===== config.mk =====
export PLATFORM = sky130hd
export DESIGN_NAME = nes_pixel_colorizer
export DESIGN_NICKNAME = d
export VERILOG_FILES = /design/src/rtl/nes_pixel_colorizer_pkg.sv /design/src/rtl/nes_sys_palette.sv /design/src/rtl/nes_pixel_colorizer.sv
export SDC_FILE = /design/constraint.sdc
export NUM_CORES = 1
export LEC_CHECK = 0
export ABC_CLOCK_PERIOD_IN_PS = 4800
export CORE_AREA = 2 2 68 70
export DETAILED_ROUTE_END_ITERATION = 8
export DIE_AREA = 0 0 70 72
export GPL_TIMING_DRIVEN = 0
export HOLD_SLACK_MARGIN = 0.06
export PLACE_DENSITY = 0.83
export SLEW_MARGIN = 20
export SYNTH_ARGS = -nofsm -noshare
export SYNTH_HDL_FRONTEND = slang
export SYNTH_HIERARCHICAL = 1
export SYNTH_SLANG_ARGS = --single-unit

===== constraint.sdc =====
create_clock -name clk -period 4.8 [get_ports clk]
set_clock_uncertainty 0.1 [all_clocks]
set_input_delay 0.96 -clock clk [delete_from_list [all_inputs] [get_ports clk]]
set_output_delay 0.96 -clock clk [all_outputs]
set_load 0.02 [all_outputs]

===== src/rtl/nes_pixel_colorizer_pkg.sv =====
// Shared definitions for the NES colour stage: 2C02 system palette, fade state
// encoding and the index darkening helper.
package nes_pkg;

  localparam logic [5:0] NES_BLACK = 6'h0F;
  localparam logic [2:0] MAX_FADE  = 3'd4;

  typedef enum logic [1:0] {
    FADE_IDLE,
    FADE_OUT,
    FADE_DARK,
    FADE_IN
  } fade_state_t;

  localparam logic [23:0] SYS_PALETTE [64] = '{
    24'h7C7C7C, 24'h0000FC, 24'h0000BC, 24'h4428BC, 24'h940084, 24'hA80020, 24'hA81000, 24'h881400,
    24'h503000, 24'h007800, 24'h006800, 24'h005800, 24'h004058, 24'h000000, 24'h000000, 24'h000000,
    24'hBCBCBC, 24'h0058F8, 24'h4040FC, 24'h6844FC, 24'hD800CC, 24'hE40058, 24'hF83800, 24'hE45C10,
    24'hAC7C00, 24'h00B800, 24'h00A800, 24'h00A844, 24'h008888, 24'h000000, 24'h000000, 24'h000000,
    24'hF8F8F8, 24'h3CBCFC, 24'h6888FC, 24'h9878F8, 24'hF878F8, 24'hF85898, 24'hF87858, 24'hFCA044,
    24'hF8B800, 24'hB8F818, 24'h58D854, 24'h58F898, 24'h00E8D8, 24'h787878, 24'h000000, 24'h000000,
    24'hFCFCFC, 24'hA4E4FC, 24'hB8B8F8, 24'hD8B8F8, 24'hF8B8F8, 24'hF8A4C0, 24'hF0D0B0, 24'hFCE0A8,
    24'hF8D878, 24'hD8F878, 24'hB8F8B8, 24'hB8F8D8, 24'h00FCFC, 24'hF8D8F8, 24'h000000, 24'h000000
  };

  // Columns E/F are black on the 2C02; darkening drops whole luma rows.
  function automatic logic [5:0] fade_index(input logic [5:0] idx, input logic [2:0] lvl);
    logic [2:0] luma;
    luma = {1'b0, idx[5:4]};
    if (idx[3:0] >= 4'hE || luma < lvl)
      return NES_BLACK;
    else
      return {2'(luma - lvl), idx[3:0]};
  endfunction

endpackage


===== src/rtl/nes_sys_palette.sv =====
// Combinational 6-bit NES colour index to 24-bit RGB lookup.
module nes_sys_palette
  import nes_pkg::*;
(
  input  logic [5:0]  idx,
  output logic [23:0] rgb
);

  assign rgb = SYS_PALETTE[idx];

endmodule


===== src/rtl/nes_pixel_colorizer.sv =====
// Two-stage NES pixel colour pipeline: palette address, optional frame-stepped
// fade, system-palette RGB. Fade logic built only when PALETTE_FADE_EN is defined.
module nes_pixel_colorizer
  import nes_pkg::*;
#(
  parameter int RGB_W    = 4,
  parameter int FADE_FRM = 4
) (
  input  logic             clk,
  input  logic             rst_n,
  input  logic             in_vld,
  input  logic             in_blank,
  input  logic             in_hs,
  input  logic             in_vs,
  input  logic [1:0]       in_pix,
  input  logic [1:0]       in_pal,
  input  logic             in_spr,
  output logic [4:0]       pal_addr,
  input  logic [7:0]       pal_dout,
  input  logic             frame_tick,
  input  logic             fade_out_req,
  input  logic             fade_in_req,
  output logic             fade_busy,
  output logic [2:0]       fade_level,
  output logic             out_vld,
  output logic             out_hs,
  output logic             out_vs,
  output logic [RGB_W-1:0] out_r,
  output logic [RGB_W-1:0] out_g,
  output logic [RGB_W-1:0] out_b
);

  logic [5:0]  idx1;
  logic        vld1, blank1, hs1, vs1;
  logic [5:0]  idx_faded;
  logic [23:0] rgb24;
  logic        unused_bits;

  // Colour 0 of every palette shows the universal backdrop.
  assign pal_addr = (in_pix == 2'd0) ? 5'h00 : {in_spr, in_pal, in_pix};

  always_ff @(posedge clk) begin
    if (!rst_n) begin
      idx1   <= '0;
      vld1   <= 1'b0;
      blank1 <= 1'b0;
      hs1    <= 1'b0;
      vs1    <= 1'b0;
    end else begin
      idx1   <= pal_dout[5:0];
      vld1   <= in_vld;
      blank1 <= in_blank;
      hs1    <= in_hs;
      vs1    <= in_vs;
    end
  end

`ifdef PALETTE_FADE_EN
  fade_state_t state;
  logic [2:0]  level;
  logic [7:0]  frm_cnt;

  assign fade_level = level;
  assign fade_busy  = (state == FADE_OUT) || (state == FADE_IN);
  assign unused_bits = ^pal_dout[7:6];

  always_ff @(posedge clk) begin
    if (!rst_n) begin
      state   <= FADE_IDLE;
      level   <= '0;
      frm_cnt <= '0;
    end else if (fade_out_req && (state == FADE_IDLE || state == FADE_IN ||
                                  (state == FADE_OUT && fade_in_req))) begin
      state   <= FADE_OUT;
      frm_cnt <= '0;
    end else if (fade_in_req && (state == FADE_DARK || state == FADE_OUT)) begin
      state   <= FADE_IN;
      frm_cnt <= '0;
    end else if (frame_tick && fade_busy) begin
      if (frm_cnt == 8'(FADE_FRM - 1)) begin
        frm_cnt <= '0;
        if (state == FADE_OUT) begin
          level <= level + 3'd1;
          if (level + 3'd1 == MAX_FADE) state <= FADE_DARK;
        end else begin
          level <= level - 3'd1;
          if (level == 3'd1) state <= FADE_IDLE;
        end
      end else begin
        frm_cnt <= frm_cnt + 8'd1;
      end
    end
  end
`else
  assign fade_level  = '0;
  assign fade_busy   = 1'b0;
  assign unused_bits = ^{pal_dout[7:6], frame_tick, fade_out_req, fade_in_req, 8'(FADE_FRM)};
`endif

  assign idx_faded = fade_index(idx1, fade_level);

  nes_sys_palette u_sys_palette (
    .idx (idx_faded),
    .rgb (rgb24)
  );

  always_ff @(posedge clk) begin
    if (!rst_n) begin
      out_vld <= 1'b0;
      out_hs  <= 1'b0;
      out_vs  <= 1'b0;
      out_r   <= '0;
      out_g   <= '0;
      out_b   <= '0;
    end else begin
      out_vld <= vld1;
      out_hs  <= hs1;
      out_vs  <= vs1;
      if (vld1 && !blank1) begin
        out_r <= rgb24[23 -: RGB_W];
        out_g <= rgb24[15 -: RGB_W];
        out_b <= rgb24[7 -: RGB_W];
      end else begin
        out_r <= '0;
        out_g <= '0;
        out_b <= '0;
      end
    end
  end

endmodule

== Word level (Yosys, flattened, before mapping) ==
Memory sizes are Yosys's and may differ from the RTL's. A register that Yosys moved wholly into a read port is not among the register bits.
Cells that the tools add are included.
Cells by class
  magnitude comparators: 2
  mux-type cells: 2
  bitwise operators: 1
  reductions and logical operators: 6
Operators by type and width (count)
  NOT 6 -> 7 bit: 1
  two-way mux 6 bit: 1
  two-way mux 5 bit: 1
  greater-or-equal comparator 4 bit (second input constant): 1
  zero test 1 bit: 2
  zero test 2 bit: 1
  less-than comparator 2 x 1 -> 1 bit (second input constant): 1
  AND reduction 2 bit: 1
  logical AND 1 bit: 1
  logical OR 1 bit: 1
Storage, ports and cells
  flip-flop bits (word level): 13
  ROM bits: 1536
  output and inout bits: 24
  word-level logic and storage cells: 20
  memories: 1
Memories
  (no name shown): depth 64, bits a word 24, rd ports 1, clocked after Yosys merged registers in 1, wr ports 0, RTL line nes_sys_palette.sv:9  | assign rgb = SYS_PALETTE[idx];

== Longest topological paths before layout ==
  depth in word-level cells: 4
  gate-level depth with buffers: 10
  depth with buffers taken out: 9

== Modules after synthesis ==
The synthesis kept the hierarchy.
Modules (own cells, without submodules)
  nes_sys_palette: times used 1, cells an instance 234, area each 1512.7 µm², seq. area each 0.0 µm²
  nes_pixel_colorizer: times used 1, cells an instance 71, area each 802.0 µm², seq. area each 500.5 µm²

== Least setup slack after synthesis ==
OpenSTA, ideal clock, no wires.
  path kind: input-to-output
  from: input in_pix[0]
  to: output pal_addr[2]
  data arrival time: 1319 ps
  path slack: 2421 ps
  stages: 2
  path buffers: 0
  cells stage by stage: nor2_1 -> nor2b_1
Between the ends
  cells in the longest elaborated chain, start to end: 2
RTL lines
  from (decl): RTL line nes_pixel_colorizer.sv:15  | input logic [1:0] in_pix,
  zero test 2 bit: RTL line nes_pixel_colorizer.sv:40  | assign pal_addr = (in_pix == 2'd0) ? 5'h00 : {in_spr, in_pal, in_pix};
  two-way mux 5 bit: RTL line nes_pixel_colorizer.sv:40
  to (decl): RTL line nes_pixel_colorizer.sv:18  | output logic [4:0] pal_addr,
Every way passes these cells.

== Worst setup path in the final report ==
  from: input in_pix[0]
  to: output pal_addr[3]
Same word-level chain as after synthesis.

==> flow_summary.toml <==
[clock_network]
clk_root_buffer_cell = "clkbuf_8"
cts_buffers = 3
post_cts_buffers = 0
cts_resized = 0
htree_num_levels = 1
clock_path_buffers = 2
cts_sinks = 25
clkTransAtPathRegs_ns = 0.09
tritoncts = "yes"
clk_latency_ns = 0.27
holdBufCountCts = 0

[run]
cap_violations = 0

[placed_design]
io_buffers = 36
dp_slack_ns = 1.49
dp_hpwl_um = 4010
gp_congestion = 1.05

[setup_path]
cpMaxStageDelayCell = "clkdlybuf4s50_1"
path_cells = "clkdlybuf4s50_1 -> nor2_1 -> nor2b_1 -> clkdlybuf4s50_1"
r2r_start = "idx1[1]"
cpPeakStageDelay_ns = 0.61
cp-startpoint = "in_pix[0]"
cp.arrival_ns = 2.23
critPathRequiredTime_ns = 3.74
worst-r2r-setup-slack_ns = 2.30
cpLargestDelayFamily = "buffers and inverters"
crit_path_end_kind = "output port"
worstSetupPathType = "primary input to output port"
cp_max_fo = 3
cp.buffers_inverters = 2
crit_top_cell = "clkdlybuf4s50_1"
start_kind = "primary input"

[route]
vias = 1935
detail_route.vias_per_cell = 5.64
drc_errors = 0
wl_per_cell_um = 15.3
drt_iter0_markers = 219
postRouteAntennaNets = 0
drt-total-wl_um = 5240
dr.pass1.iters = 5

[global_route]
grt_use_total_pct = 20.9
grt-ovfl-total = 0
grt_max_degree = 16
grt_pass1_vias = 1729
grt_pass1_wl_um = 8340
antenna_found_initial = 0

[layout]
nets = 324
drive_gt1_share_pct = 19.2
antenna_cells = 0
area.growth.synth_to_final_pct = 25.0

[pwr]
leakagePower_nw = 0.988
p_per_area_nw_per_um2 = 215
p_total_uw = 522
peakVddDrop_uv = 135

[min_path]
min_path_type = "flip-flop to flip-flop"
holdCritStartpoint = "hs1"

[timing]
period_needed_ns = 3.29
rsz0062_at_grt = "false"
hold_ws_ns = 0.353
hold_viol = 0
setup_tns_ns = 0
maxSlewViolCount = 0
timing.fmax_ghz = 0.304
setup_violations = 0
fin_crit_sh_pct = 68.6
layout_setup_ws_ns = 1.51

[synth]
yosys_warnings = 6
synth_cells = 248
synth_area_um2 = 1940
syn_area_per_cell_um2 = 7.84

[floorplanning]
dieArea_um2 = 5040
core_um2 = 4260
die_h_um = 72
die_w_um = 70
ios = 46
start_util_pct = 45.6
rows = 24

[status]
outcome = "complete, no violations"
-- where the power goes --
part | internal [mW] | leakage (nW) | switching, mW
clock | 0.0589 | 0.0217 | 0.0711
sequential | 0.216 | 0.205 | 0.00210
combinational | 0.0820 | 0.761 | 0.0922
-- flip-flops by register name, summed over array words and instances (netlist names) --
signal   flops
idx1         6
out_b        4
out_g        4
out_r        4
blank1       1
hs1          1
out_hs       1
out_vld      1
out_vs       1
vld1         1
vs1          1
-- through the flow --
stage	util (%)	instances	cell area, µm²
after floorplan	-	251	1950
after global placement	55.8	339	2380
after detailed placement	55.8	339	2380
after CTS	57.0	343	2430
after global routing	57.0	343	2430
final	57.0	343	2430
-- layout by cell type, fill, tap and decap left out, types with 4 or more instances in the layout --
master	instances
o21ai_0	15
dfxtp_1	25
nor2_1	15
buf_4	13
conb_1	4
and2_2	15
o211ai_1	5
and2_1	13
clkbuf_1	6
a21oi_1	11
nand2_1	22
mux2i_1	4
buf_6	5
nor2b_1	9
nand2b_1	9
nand3_1	4
ha_1	10
clkdlybuf4s50_1	36
a31oi_1	6
inv_1	5
buf_2	13
-- final cells by class --
cell class / instances / area (µm²)
fillers: 403 / 1840
multi-input cells: 181 / 1180
flip-flops and latches: 25 / 500
repair buffers: 36 / 360
plain buffers: 38 / 249
well taps: 52 / 65.1
clock buffers: 3 / 41.3
inverters: 7 / 26.3
clock inverters: 1 / 7.51
-- worst register-to-register path, stage by stage, from the launching register on --
cell      delay (ns)
dfxtp_1         0.33
clkbuf_1        0.23
buf_2           0.25
inv_1           0.15
ha_1            0.38
nor2b_1         0.31
nand2_1         0.13
a41oi_1         0.22
o311ai_1        0.13
and2_2          0.18
-- per-layer routing --
metal	share of wire, %	vias up	track usage [%]
met5	0	-	0
met4	2.5	0	7.91
met3	9.4	15	3.06
met2	46	135	34.9
met1	42	865	27.4
li1	-	920	-
-- worst paths after layout --
kind                 end  cells after the start
min               out_hs                      1
min reg2reg       out_hs                      1
max reg2reg     out_r[2]                      9
max          pal_addr[3]                      4
Note: power is estimated with default switching activity, not from simulation.
